## src/rtl/edge_event_pkg.sv

```systemverilog
// Shared helpers for the edge event arbiter: index width derivation and
// one-hot/index conversions sized for the largest supported line count.
package edge_event_pkg;

    localparam int MAX_DW = 32;
    localparam int MAX_IW = 5;

    // Number of bits needed to index n lines (n >= 2).
    function automatic int clog2(input int n);
        int r;
        r = 0;
        for (int v = 1; v < n; v = v * 2) begin
            r++;
        end
        return r;
    endfunction

    // Line index to one-hot vector; callers truncate to their own width.
    function automatic logic [MAX_DW-1:0] idx_to_onehot(input logic [MAX_IW-1:0] idx);
        return MAX_DW'(1) << idx;
    endfunction

    // One-hot vector to line index; zero input yields index 0.
    function automatic logic [MAX_IW-1:0] onehot_to_idx(input logic [MAX_DW-1:0] oh);
        logic [MAX_IW-1:0] r;
        r = '0;
        for (int i = 0; i < MAX_DW; i++) begin
            if (oh[i]) begin
                r = r | MAX_IW'(i);
            end
        end
        return r;
    endfunction

endpackage

```

## src/rtl/edge2pulse.sv

```systemverilog
// Library cell: per-bit toggle detector. Output is high for one cycle
// whenever the input differs from its value at the previous clock edge.
module edge2pulse #(
    parameter int DW = 1
) (
    input  logic          clk,
    input  logic          nreset,
    input  logic [DW-1:0] in,
    output logic [DW-1:0] out
);

    logic [DW-1:0] in_reg;

    // Remember last cycle's level; cleared so a line high at reset release pulses once.
    always_ff @(posedge clk or negedge nreset) begin
        if (!nreset) begin
            in_reg <= '0;
        end else begin
            in_reg <= in;
        end
    end

    assign out = in ^ in_reg;

endmodule

```

## src/rtl/edge_event_arbiter_rr_pick.sv

```systemverilog
// Combinational round-robin picker. The request vector is duplicated so the
// search from ptr upward wraps naturally; bits below ptr in the lower copy
// are masked off and the lowest remaining bit wins.
module rr_pick
    import edge_event_pkg::*;
#(
    parameter int  DW = 8,
    localparam int IW = clog2(DW)
) (
    input  logic [DW-1:0] req,
    input  logic [IW-1:0] ptr,
    output logic          gnt_valid,
    output logic [IW-1:0] gnt_id
);

    localparam int W2 = 2 * DW;

    logic [W2-1:0] req2;
    logic [W2-1:0] mask2;
    logic [W2-1:0] masked;
    logic [W2-1:0] first;
    logic [DW-1:0] gnt_oh;

    // Masked double-width priority encode, folded back to a single one-hot grant.
    always_comb begin
        req2      = {req, req};
        mask2     = {W2{1'b1}} << ptr;
        masked    = req2 & mask2;
        first     = masked & (~masked + W2'(1));
        gnt_oh    = first[DW-1:0] | first[W2-1:DW];
        gnt_valid = |req;
        gnt_id    = IW'(onehot_to_idx(MAX_DW'(gnt_oh)));
    end

endmodule

```

## src/rtl/edge_event_arbiter.sv

```systemverilog
// Edge event arbiter: toggles on level inputs become pending flags, which a
// round-robin picker hands out one at a time through a registered
// valid/ready slot. Repeated toggles on a still-pending line are recorded
// as sticky overrun flags.
module edge_event_arbiter
    import edge_event_pkg::*;
#(
    parameter int  DW = 8,
    localparam int IW = clog2(DW)
) (
    input  logic          clk,
    input  logic          reset,
    input  logic [DW-1:0] in,
    input  logic [DW-1:0] en,
    output logic          evt_valid,
    output logic [IW-1:0] evt_id,
    input  logic          evt_ready,
    output logic [DW-1:0] pending,
    output logic [DW-1:0] ovf,
    input  logic [DW-1:0] ovf_clr
);

    logic          nreset;
    logic [DW-1:0] pulse;
    logic          accept;
    logic          load;
    logic [DW-1:0] presented_oh;
    logic [DW-1:0] accepted_oh;
    logic [DW-1:0] new_evt;
    logic [DW-1:0] pending_next;
    logic [DW-1:0] ovf_set;
    logic [DW-1:0] ovf_next;
    logic [DW-1:0] pick_req;
    logic [IW-1:0] ptr;
    logic [IW-1:0] id_plus1;
    logic [IW-1:0] search_ptr;
    logic          gnt_valid;
    logic [IW-1:0] gnt_id;

    assign nreset = ~reset;

    edge2pulse #(
        .DW(DW)
    ) u_edge (
        .clk   (clk),
        .nreset(nreset),
        .in    (in),
        .out   (pulse)
    );

    // Next-state terms for pending/ovf and the request set seen by the picker.
    always_comb begin
        accept       = evt_valid & evt_ready;
        load         = ~evt_valid | accept;
        presented_oh = evt_valid ? DW'(idx_to_onehot(MAX_IW'(evt_id))) : '0;
        accepted_oh  = accept ? presented_oh : '0;
        new_evt      = pulse & en;
        // A disabled line loses its flag unless it is the one being presented,
        // so the presented id always keeps pending set until accepted.
        pending_next = (pending & ~accepted_oh & (en | presented_oh)) | new_evt;
        // The line being accepted may be re-armed by a fresh pulse without overrun.
        ovf_set      = new_evt & pending & ~accepted_oh;
        ovf_next     = (ovf & ~ovf_clr) | ovf_set;
        id_plus1     = (evt_id == IW'(DW - 1)) ? '0 : evt_id + IW'(1);
        // Searching from just past the accepted id keeps back-to-back service fair.
        search_ptr   = accept ? id_plus1 : ptr;
        // Lines whose enable is dropping this cycle are not handed out, so a
        // cleared flag can never be presented. Same-cycle pulses are excluded
        // because only registered pending feeds the picker.
        pick_req     = pending & ~accepted_oh & en;
    end

    rr_pick #(
        .DW(DW)
    ) u_pick (
        .req      (pick_req),
        .ptr      (search_ptr),
        .gnt_valid(gnt_valid),
        .gnt_id   (gnt_id)
    );

    // Pending and sticky overrun flag registers.
    always_ff @(posedge clk or posedge reset) begin
        if (reset) begin
            pending <= '0;
            ovf     <= '0;
        end else begin
            pending <= pending_next;
            ovf     <= ovf_next;
        end
    end

    // Round-robin pointer advances past each accepted id.
    always_ff @(posedge clk or posedge reset) begin
        if (reset) begin
            ptr <= '0;
        end else if (accept) begin
            ptr <= id_plus1;
        end
    end

    // Output slot: refilled from the picker whenever empty or just accepted.
    always_ff @(posedge clk or posedge reset) begin
        if (reset) begin
            evt_valid <= 1'b0;
            evt_id    <= '0;
        end else if (load) begin
            evt_valid <= gnt_valid;
            if (gnt_valid) begin
                evt_id <= gnt_id;
            end
        end
    end

endmodule

```

## config.mk

```make
export PLATFORM = sky130hd
export DESIGN_NAME = edge_event_arbiter
export DESIGN_NICKNAME = d
export VERILOG_FILES = /design/src/rtl/edge_event_pkg.sv /design/src/rtl/edge2pulse.sv /design/src/rtl/edge_event_arbiter_rr_pick.sv /design/src/rtl/edge_event_arbiter.sv
export SDC_FILE = /design/constraint.sdc
export NUM_CORES = 1
export LEC_CHECK = 0
export ABC_CLOCK_PERIOD_IN_PS = 7200
export BUFFER_PORTS_ARGS = -buffer_cell sky130_fd_sc_hd__buf_2
export CAP_MARGIN = 15
export CELL_PAD_IN_SITES_DETAIL_PLACEMENT = 1
export CELL_PAD_IN_SITES_GLOBAL_PLACEMENT = 1
export CORE_MARGIN = 2
export CORE_UTILIZATION = 42
export DETAILED_ROUTE_END_ITERATION = 12
export GPL_ROUTABILITY_DRIVEN = 0
export HOLD_SLACK_MARGIN = 0.03
export PLACE_DENSITY_LB_ADDON = 0.1
export SLEW_MARGIN = 25
export SYNTH_ARGS = -nofsm -noshare
export SYNTH_HDL_FRONTEND = slang
export SYNTH_SLANG_ARGS = --single-unit
```

## constraint.sdc

```tcl
create_clock -name clk -period 7.2 [get_ports clk]
set_input_delay 0.36 -clock clk [delete_from_list [all_inputs] [get_ports clk]]
set_output_delay 0.36 -clock clk [all_outputs]
set_load 0.05 [all_outputs]
```

Yosys cells after proc, flatten, opt, wreduce, memory -nomap -nowiden
Cells that the tools add are included.

operators by class
  add/sub/neg operators = 2
  equal/unequal tests = 1
  shifts and indexed selects = 2
  multiplexer cells = 11
  bitwise operators = 20
  reduce and logical (&&, ||, !) cells = 2

operators with widths
  operator               number
  $and 8x8->8            7
  $and 16x16->16         2
  $or 8x8->8             4
  $mux 3                 6
  $add 16x1->16 const B  1
  $mux 8                 2
  $not 16->16            1
  $not 8->8              2
  $shl 16x3->16 const A  1
  $reduce_or 8->1        1
  $shl 1x3->8 const A    1
  $xor 8x8->8            1
  $mux 2                 2
  $add 3x1->3 const B    1
  $eq 3x3->1 const B     1
  $reduce_and 2->1       1
  $and 1x1->1            1
  $mux 1                 1
  $not 1->1              1
  $or 1x1->1             1

word-level totals
  register bits = 31
  bits of input ports = 27
  output and inout bits = 20

Depth between registers and ports, before layout
Gate-level depths: netlist of the first run.

  depth after elaboration = 18
  depth in mapped cells = 10
  depth with buffers taken out = 9

Hierarchy
From an unflattened synthesis of the first run, not the netlist that was laid out.

second synthesis, totals
  cell total of the unflattened synthesis = 180
  area, all modules = 1721.7 sq um

modules (own cells, without submodules)
  module              instances  cells each  area each (sq um)  sequential area each (sq um)
  edge_event_arbiter  1          111         1141.1             575.6
  rr_pick             1          53          310.3              0.0
  edge2pulse          1          16          270.3              200.2

Least setup slack after synthesis of the first run
Ideal clock, no wire load.

  kind = register -> register
  start = reg evt_id[0]
  end = reg evt_id[1]
  setup time = 0.082 ns
  arrival time = 2.546 ns
  required time = 7.118 ns
  slack = 4.572 ns
  cell stages (with the launch flop) = 9
  period minus slack after synthesis = 2.628 ns
  cells stage by stage = dfrtp_1 inv_1 ha_1 nand4b_1 and2_1 or4_1 a2111o_1 a31o_1 a31oi_1

between the ends
  word-level cells in the longest chain between the ends = 17

RTL lines
  what                                                                    RTL line                   source
  start: declaration                                                      edge_event_arbiter.sv:16   output logic [IW-1:0] evt_id,
  start signal: assignment                                                edge_event_arbiter.sv:110  evt_id <= gnt_id;
  parallel branches: the longest is 17 deep, another holds $add 16x1->16  --

Several ways; the timed one is not identified.
A chain may end at the register's enable or synchronous reset.

Final worst setup path of the first run
  start = reg evt_valid
  end = reg evt_id[1]

between the ends
  word-level cells in the longest chain between the ends = 16

RTL lines
  what                                                                    RTL line                   source
  start: declaration                                                      edge_event_arbiter.sv:15   output logic evt_valid,
  start signal: assignment                                                edge_event_arbiter.sv:108  evt_valid <= gnt_valid;
  parallel branches: the longest is 16 deep, another holds $add 16x1->16  --

Several ways; the timed one is not identified.

==> results of run 1 <==
## final cells by class
cell class | instances | area, µm² | area share (%)
clock buffer | 6 | 82.58 | 3.839
clock inverter | 1 | 5.005 | 0.2327
inverter | 15 | 56.30 | 2.618
multi-input combinational | 142 | 930.9 | 43.28
sequential | 31 | 775.7 | 36.07
tap | 50 | 62.56 | 2.909
timing repair buffer | 47 | 237.7 | 11.05
## cells in the mapped netlist, types with 2 or more instances
master,count
dfrtp_1,31
nor2b_1,2
nand3_1,11
a21o_1,2
a22oi_1,2
a31o_2,2
and3_1,2
nand4_1,9
o211ai_1,2
nand2b_1,3
a31oi_1,5
xor2_1,5
o21bai_1,2
a21bo_2,2
a32oi_1,4
and2_1,8
nand4b_1,2
nand2_1,23
nor2_1,7
ha_1,6
buf_2,2
o22ai_1,7
inv_1,14
xnor2_1,3
a21oi_1,7
o21ai_0,6
clkbuf_1,2
## metal layers
layer  up-vias  wire length, µm  global-route usage (%)
li1        804                -                       -
met1       816             2041                   25.60
met2        53             2626                   40.71
met3        14              233                   4.942
met4         0              155                   10.89
met5         -                0                       0
## worst paths after layout
path / end / slack, ns / start / depth (start not counted)
worst max-delay path: evt_id[1] / 4.37 / evt_valid / 6
worst min-delay path: ovf[5] / 0.15 / reset / 3
worst max register to register: evt_id[1] / 4.37 / evt_valid / 6
worst min register to register: ovf[1] / 0.54 / ovf[1] / 2
max in group asynchronous: ovf[2] / 6.77 / reset / 3
min in group clk: u_edge.in_reg[5] / 0.20 / in[5] / 1
## critical path: cells and delay by family (launching register included)
family             cells  cell delay [ns]
and+or+nand+nor        3             1.11
AOI/OAI and AO/OA      3             0.81
DFF                    1             0.84
## metrics by stage
stage          area, µm²  power, mW  util (%)  worst slack [ns]
6_report            2151     0.8272     53.01             4.375
4_1_cts             2151     0.8325     53.01             4.420
3_3_place_gp        2063     0.6708     50.85             4.593
2_1_floorplan       1799     0.5814         -             4.572
3_5_place_dp        2063     0.6907     50.85             4.453
5_1_grt             2151     0.8830     53.01             4.232
## power groups by stage
stage	logic, mW	registers, mW	clock network, mW
floorplan	0.231	0.351	0
global placement	0.411	0.260	0
finish	0.428	0.263	0.137
global route	0.465	0.270	0.149
CTS	0.429	0.263	0.141
detailed placement	0.425	0.265	0
## logic make-up (layout without fill, tap and decap cells)
kind of cell             Yosys count  after routing  synth area share [%]
AO/OA/AOI/OAI                     51             51                 19.89
XOR/XNOR                           8              8                 3.894
adder cells (fa/ha/maj)            6              6                 4.172
buffers and inverters             21             69                 5.146
flip-flops                        31             31                 43.12
multiplexers                       1              1                0.5564
AND/OR/NAND/NOR                   76             76                 23.23
==> impl_metrics.yaml, run 1 <==
status:
  outcome: "finished, final reports clean"
pwr:
  p_sw_share_pct: 48.02
  combPwrFrac_pct: 51.7
  cellLeakagePower_nw: 1.039
  power_density_nw_per_um2: 384.6
  pwr-share-seq_pct: 31.7
  clockPowerShare_pct: 16.5
  internal-power_mw: 0.4299
  max-vdd-ir-drop_uv: 125.1
  p_switching_mw: 0.3972
grt:
  grt_usage_pct: 22.80
  overflow: 0
  grt_pass1_wl_um: 8700
  grt_pass1_vias: 1836
  grt_max_degree: 32
  antenna_found_initial: 0
cts:
  cts_tree: "built"
  h-tree-depth: 2
  clk_latency_ns: 0.28
  cts_made_buffers: 5
  cts_hold_buf: 0
  cts.clk_slew.worst_paths_ns: 0.06
  cts_resized: 0
  postCtsSetupRepairBufs: 0
  cts-root-buf: "clkbuf_8"
  clk_path_buf_depth: 2
  cts.sinks: 31
setup_path:
  crit_arrival_ns: 3.03
  worstSetupEndpointType: "flop"
  timing.critical_path.cells: "nand4b_1 -> and2_1 -> or4_1 -> a2111o_1 -> a31o_1 -> a31oi_1"
  required_ns: 7.41
  crit_slowest_cell: "dfrtp_1"
  setup.worst_path.class: "reg2reg"
  slowest_delay_ns: 0.84
  cp_max_fo: 24
  cp-start-kind: "flop"
floorplanning:
  fp.dieW_um: 69.45
  io-pin-count: 47
  core_um2: 4058
  rows: 23
  initial_core_util_pct: 44.34
  die_h_um: 69.45
  dieArea_um2: 4823
synthesis:
  synth_seq_cells: 31
  netlist_area_um2: 1799
  synth_top_area_share_pct: 43.12
  syn-num-nets: 227
  synth_area_leaders: "dfrtp_1 43%, nand2_1 4.8%, ha_1 4.2%"
  synth_cells: 194
  ys_types: 50
  yosys_warnings: 0
  synthArstFlopShare_pct: 100.0
  yosysSeqAreaShare_pct: 43.12
  avgSynthCellArea_um2: 9.274
  synth_edf_count: 0
  synthFlopType: "dfrtp_1"
  synth_area_leader_cell: "dfrtp_1"
finish:
  finalNonFillerCells: 292
  nNetsFinal: 275
  final_cell_mix: "46 x buf_2, 31 x dfrtp_1, 23 x nand2_1, 14 x inv_1, 11 x nand3_1"
  final_common_cell: "buf_2"
  layout-drive-gt1-share_pct: 25.62
  fill_cells: 485
  antennaDiodeCount: 0
  area_growth_syn_to_layout_pct: 19.54
timing:
  tightest_slew_ns: 0.7677
  setup_violations: 0
  rsz0062_at_grt: "false"
  final_hold_viol_count: 0
  fmax_mhz: 353.9
  fin_setup_tns_ns: 0
  min_period_ns: 2.825
  whs_ns: 0.1460
  fin_worst_skew_ns: 0.004070
  period_share_pct: 39.24
  final_max_slew_viol_count: 0
  timing.slew.headroom_pct: 48.82
detailed_routing:
  vias: 1687
  wirelength_um: 5056
  post-route-drc-count: 0
  drt-pass1-iter-count: 4
  drt_iter0_drc: 93
  via_per_inst: 5.777
  ant_nets: 0
  wire_per_inst_um: 17.32
min_path:
  hold_class: "in2async"
placed_design:
  placedCellCount: 285
  io_buffers: 46
  hpwl_um: 3978
flow_run:
  maxCapViolCount: 0
Power figures use the tool's default switching activity.
==> inputs of run 2 (changes only) <==
- ABC_CLOCK_PERIOD_IN_PS: 7200 -> 2250
- CORE_UTILIZATION: 42 -> 35
- clock period: 7.2 -> 2.25 ns (I/O delays scaled with it)
==> run 2 against run 1 <==
Against the previous run: the run now ends with setup timing left; critical endpoint unchanged; clock skew rose by 0.00085 ns; non-clock buffer count up 57; combinational power rose to 4.6 times the previous value; die area is 19% higher; final cell count rose by 26%; largest power group unchanged; worst setup slack got worse by 4.4 ns; total power increased to 3.9 times the previous value; critical path depth rose by 2; final area increased by 29%; via count up 12%; sequential share of layout area is 8.0 points lower; clock-buffer cell count did not move.
==> impl_metrics.yaml, run 2 (same netlist as run 1, synthesis figures left out) <==
finish:
  final_common_cell: "buf_2"
  final_cell_mix: "46 x buf_2, 41 x buf_4, 27 x dfrtp_1, 22 x nand2_1, 17 x dlygate4sd3_1"
  final_util_pct: 55.21
  fill_cells: 583
  nNetsFinal: 332
  antennaDiodeCount: 0
  area_growth_syn_to_layout_pct: 54.73
  layout-drive-gt1-share_pct: 42.81
placed_design:
  dp_slack_ns: -0.1140
  hpwl_um: 4457
  io_buffers: 46
min_path:
  worstHoldStart: "en[2]"
  hold_class: "in2reg"
detailed_routing:
  routed.top_layer: "met4"
  vias: 1895
  drt-pass1-iter-count: 6
  via_per_inst: 5.136
  post-route-drc-count: 0
  wl_met1_um: 2425
  wirelength_um: 5658
  drt_iter0_drc: 68
  ant_nets: 0
  met3_length_um: 165
  met2_length_um: 2918
  wire_per_inst_um: 15.33
setup_path:
  crit_family: "compound AO/OA/AOI/OAI gates"
  slowest_delay_ns: 0.53
  worstSetupEndpointType: "flop"
  crit_slowest_cell: "or4_4"
  cp_num_buf_inv: 0
  cp-start-kind: "flop"
  required_ns: 2.45
  cp_max_fo: 4
  timing.critical_path.cells: "ha_4 -> ha_2 -> nand3_2 -> nand2_2 -> or4_4 -> a2111o_1 -> a31o_1 -> a31oi_1"
  setup.worst_path.class: "reg2reg"
  critPathLaunch: "evt_id[0]"
  crit_arrival_ns: 2.52
  rr_startpoint: "evt_id[0]"
cts:
  clk_latency_ns: 0.28
  cts.clk_slew.worst_paths_ns: 0.07
  cts_made_buffers: 5
  cts.sinks: 31
  cts_tree: "built"
  clk_path_buf_depth: 2
  cts-root-buf: "clkbuf_8"
  h-tree-depth: 2
timing:
  setup_violations: 2
  timing.slew.headroom_pct: 64.83
  period_share_pct: 103.0
  tightest_slew_ns: 0.5269
  fin_worst_skew_ns: 0.004919
  rsz0062_at_grt: "true"
  whs_ns: 0.08497
  layout_setup_ws_ns: -0.06837
  final_max_slew_viol_count: 0
  min_period_ns: 2.318
  fmax_mhz: 431.3
  final_hold_viol_count: 0
pwr:
  cellLeakagePower_nw: 1.307
  power_density_nw_per_um2: 1160
  power_mw: 3.228
  max-vdd-ir-drop_uv: 419.7
status:
  violations: "setup timing"
  outcome: "finished with violations"
grt:
  grt_max_degree: 19
  antenna_found_initial: 0
  grt_pass1_vias: 1939
  overflow: 0
  grt_usage_pct: 21.56
  grt_pass1_wl_um: 9149
floorplanning:
  fp.dieW_um: 75.70
  die_h_um: 75.70
  initial_core_util_pct: 35.68
  rows: 26
  core_um2: 5042
  dieArea_um2: 5730
  io-pin-count: 47
flow_run:
  maxCapViolCount: 0
[run 2: cell types whose count changed in the layout (fill, tap and decap cells not counted), moves of 3 or more]
cell           previous run  this run
buf_4                     1        41
dlygate4sd3_1             0        17
dfrtp_1                  31        27
ha_4                      0         3
ha_1                      6         1
dfrtp_2                   0         4
[run 2: worst paths after layout]
path | endpoint | slack (ns) | cells past startpoint
hold / removal | pending[2] | 0.08 | 2
setup reg to reg | evt_id[1] | -0.07 | 8
max in group asynchronous | ptr[0] | 1.20 | 4
min in group asynchronous | u_edge.in_reg[4] | 0.40 | 3
hold reg to reg | ovf[3] | 0.53 | 2
setup / recovery | evt_id[1] | -0.07 | 8
[run 2: repair_timing]
| item | 4_1_cts | 5_1_grt |
|---|---|---|
| setup buffers | 2 | 2 |
| endpoints found under the hold margin | 29 | 0 |
| hold buffers | 17 | 0 |
| setup endpoints to repair | 3 | 3 |
| pin swaps | 6 | 11 |
| gates resized for setup | 3 | 13 |
[run 2: per-layer routing]
| layer | track usage [%] | vias up |
|---|---|---|
| li1 | - | 922 |
| met2 | 38.45 | 40 |
| met4 | 7.407 | 0 |
| met5 | 0 | - |
| met3 | 3.571 | 13 |
| met1 | 26.23 | 920 |
[run 2: area by class of cell]
type                       count  area [µm²]  share of cell area, %
sequential                    31       780.7                  28.04
inverter                      15       58.81                  2.112
timing repair buffer         104       708.2                  25.44
clock buffer                   6       82.58                  2.966
multi-input combinational    142        1061                  38.11
clock inverter                 1       5.005                 0.1798
tap                           70       87.58                  3.146
[run 2: metrics by stage]
step                cell area [µm²]  cells  setup TNS (ns)
global route                   2784    369         -0.3440
detailed placement             2422    341         -0.1487
global placement               2422    341         -0.1118
floorplan                      1863    194         -0.1997
CTS                            2706    367         -0.1663
finish                         2784    369        -0.07641
[run 2: power by group]
group	switching, mW	internal [mW]
Combinational	1.10	0.857
Sequential	0.132	0.693
Clock	0.208	0.240
Total	1.44	1.79
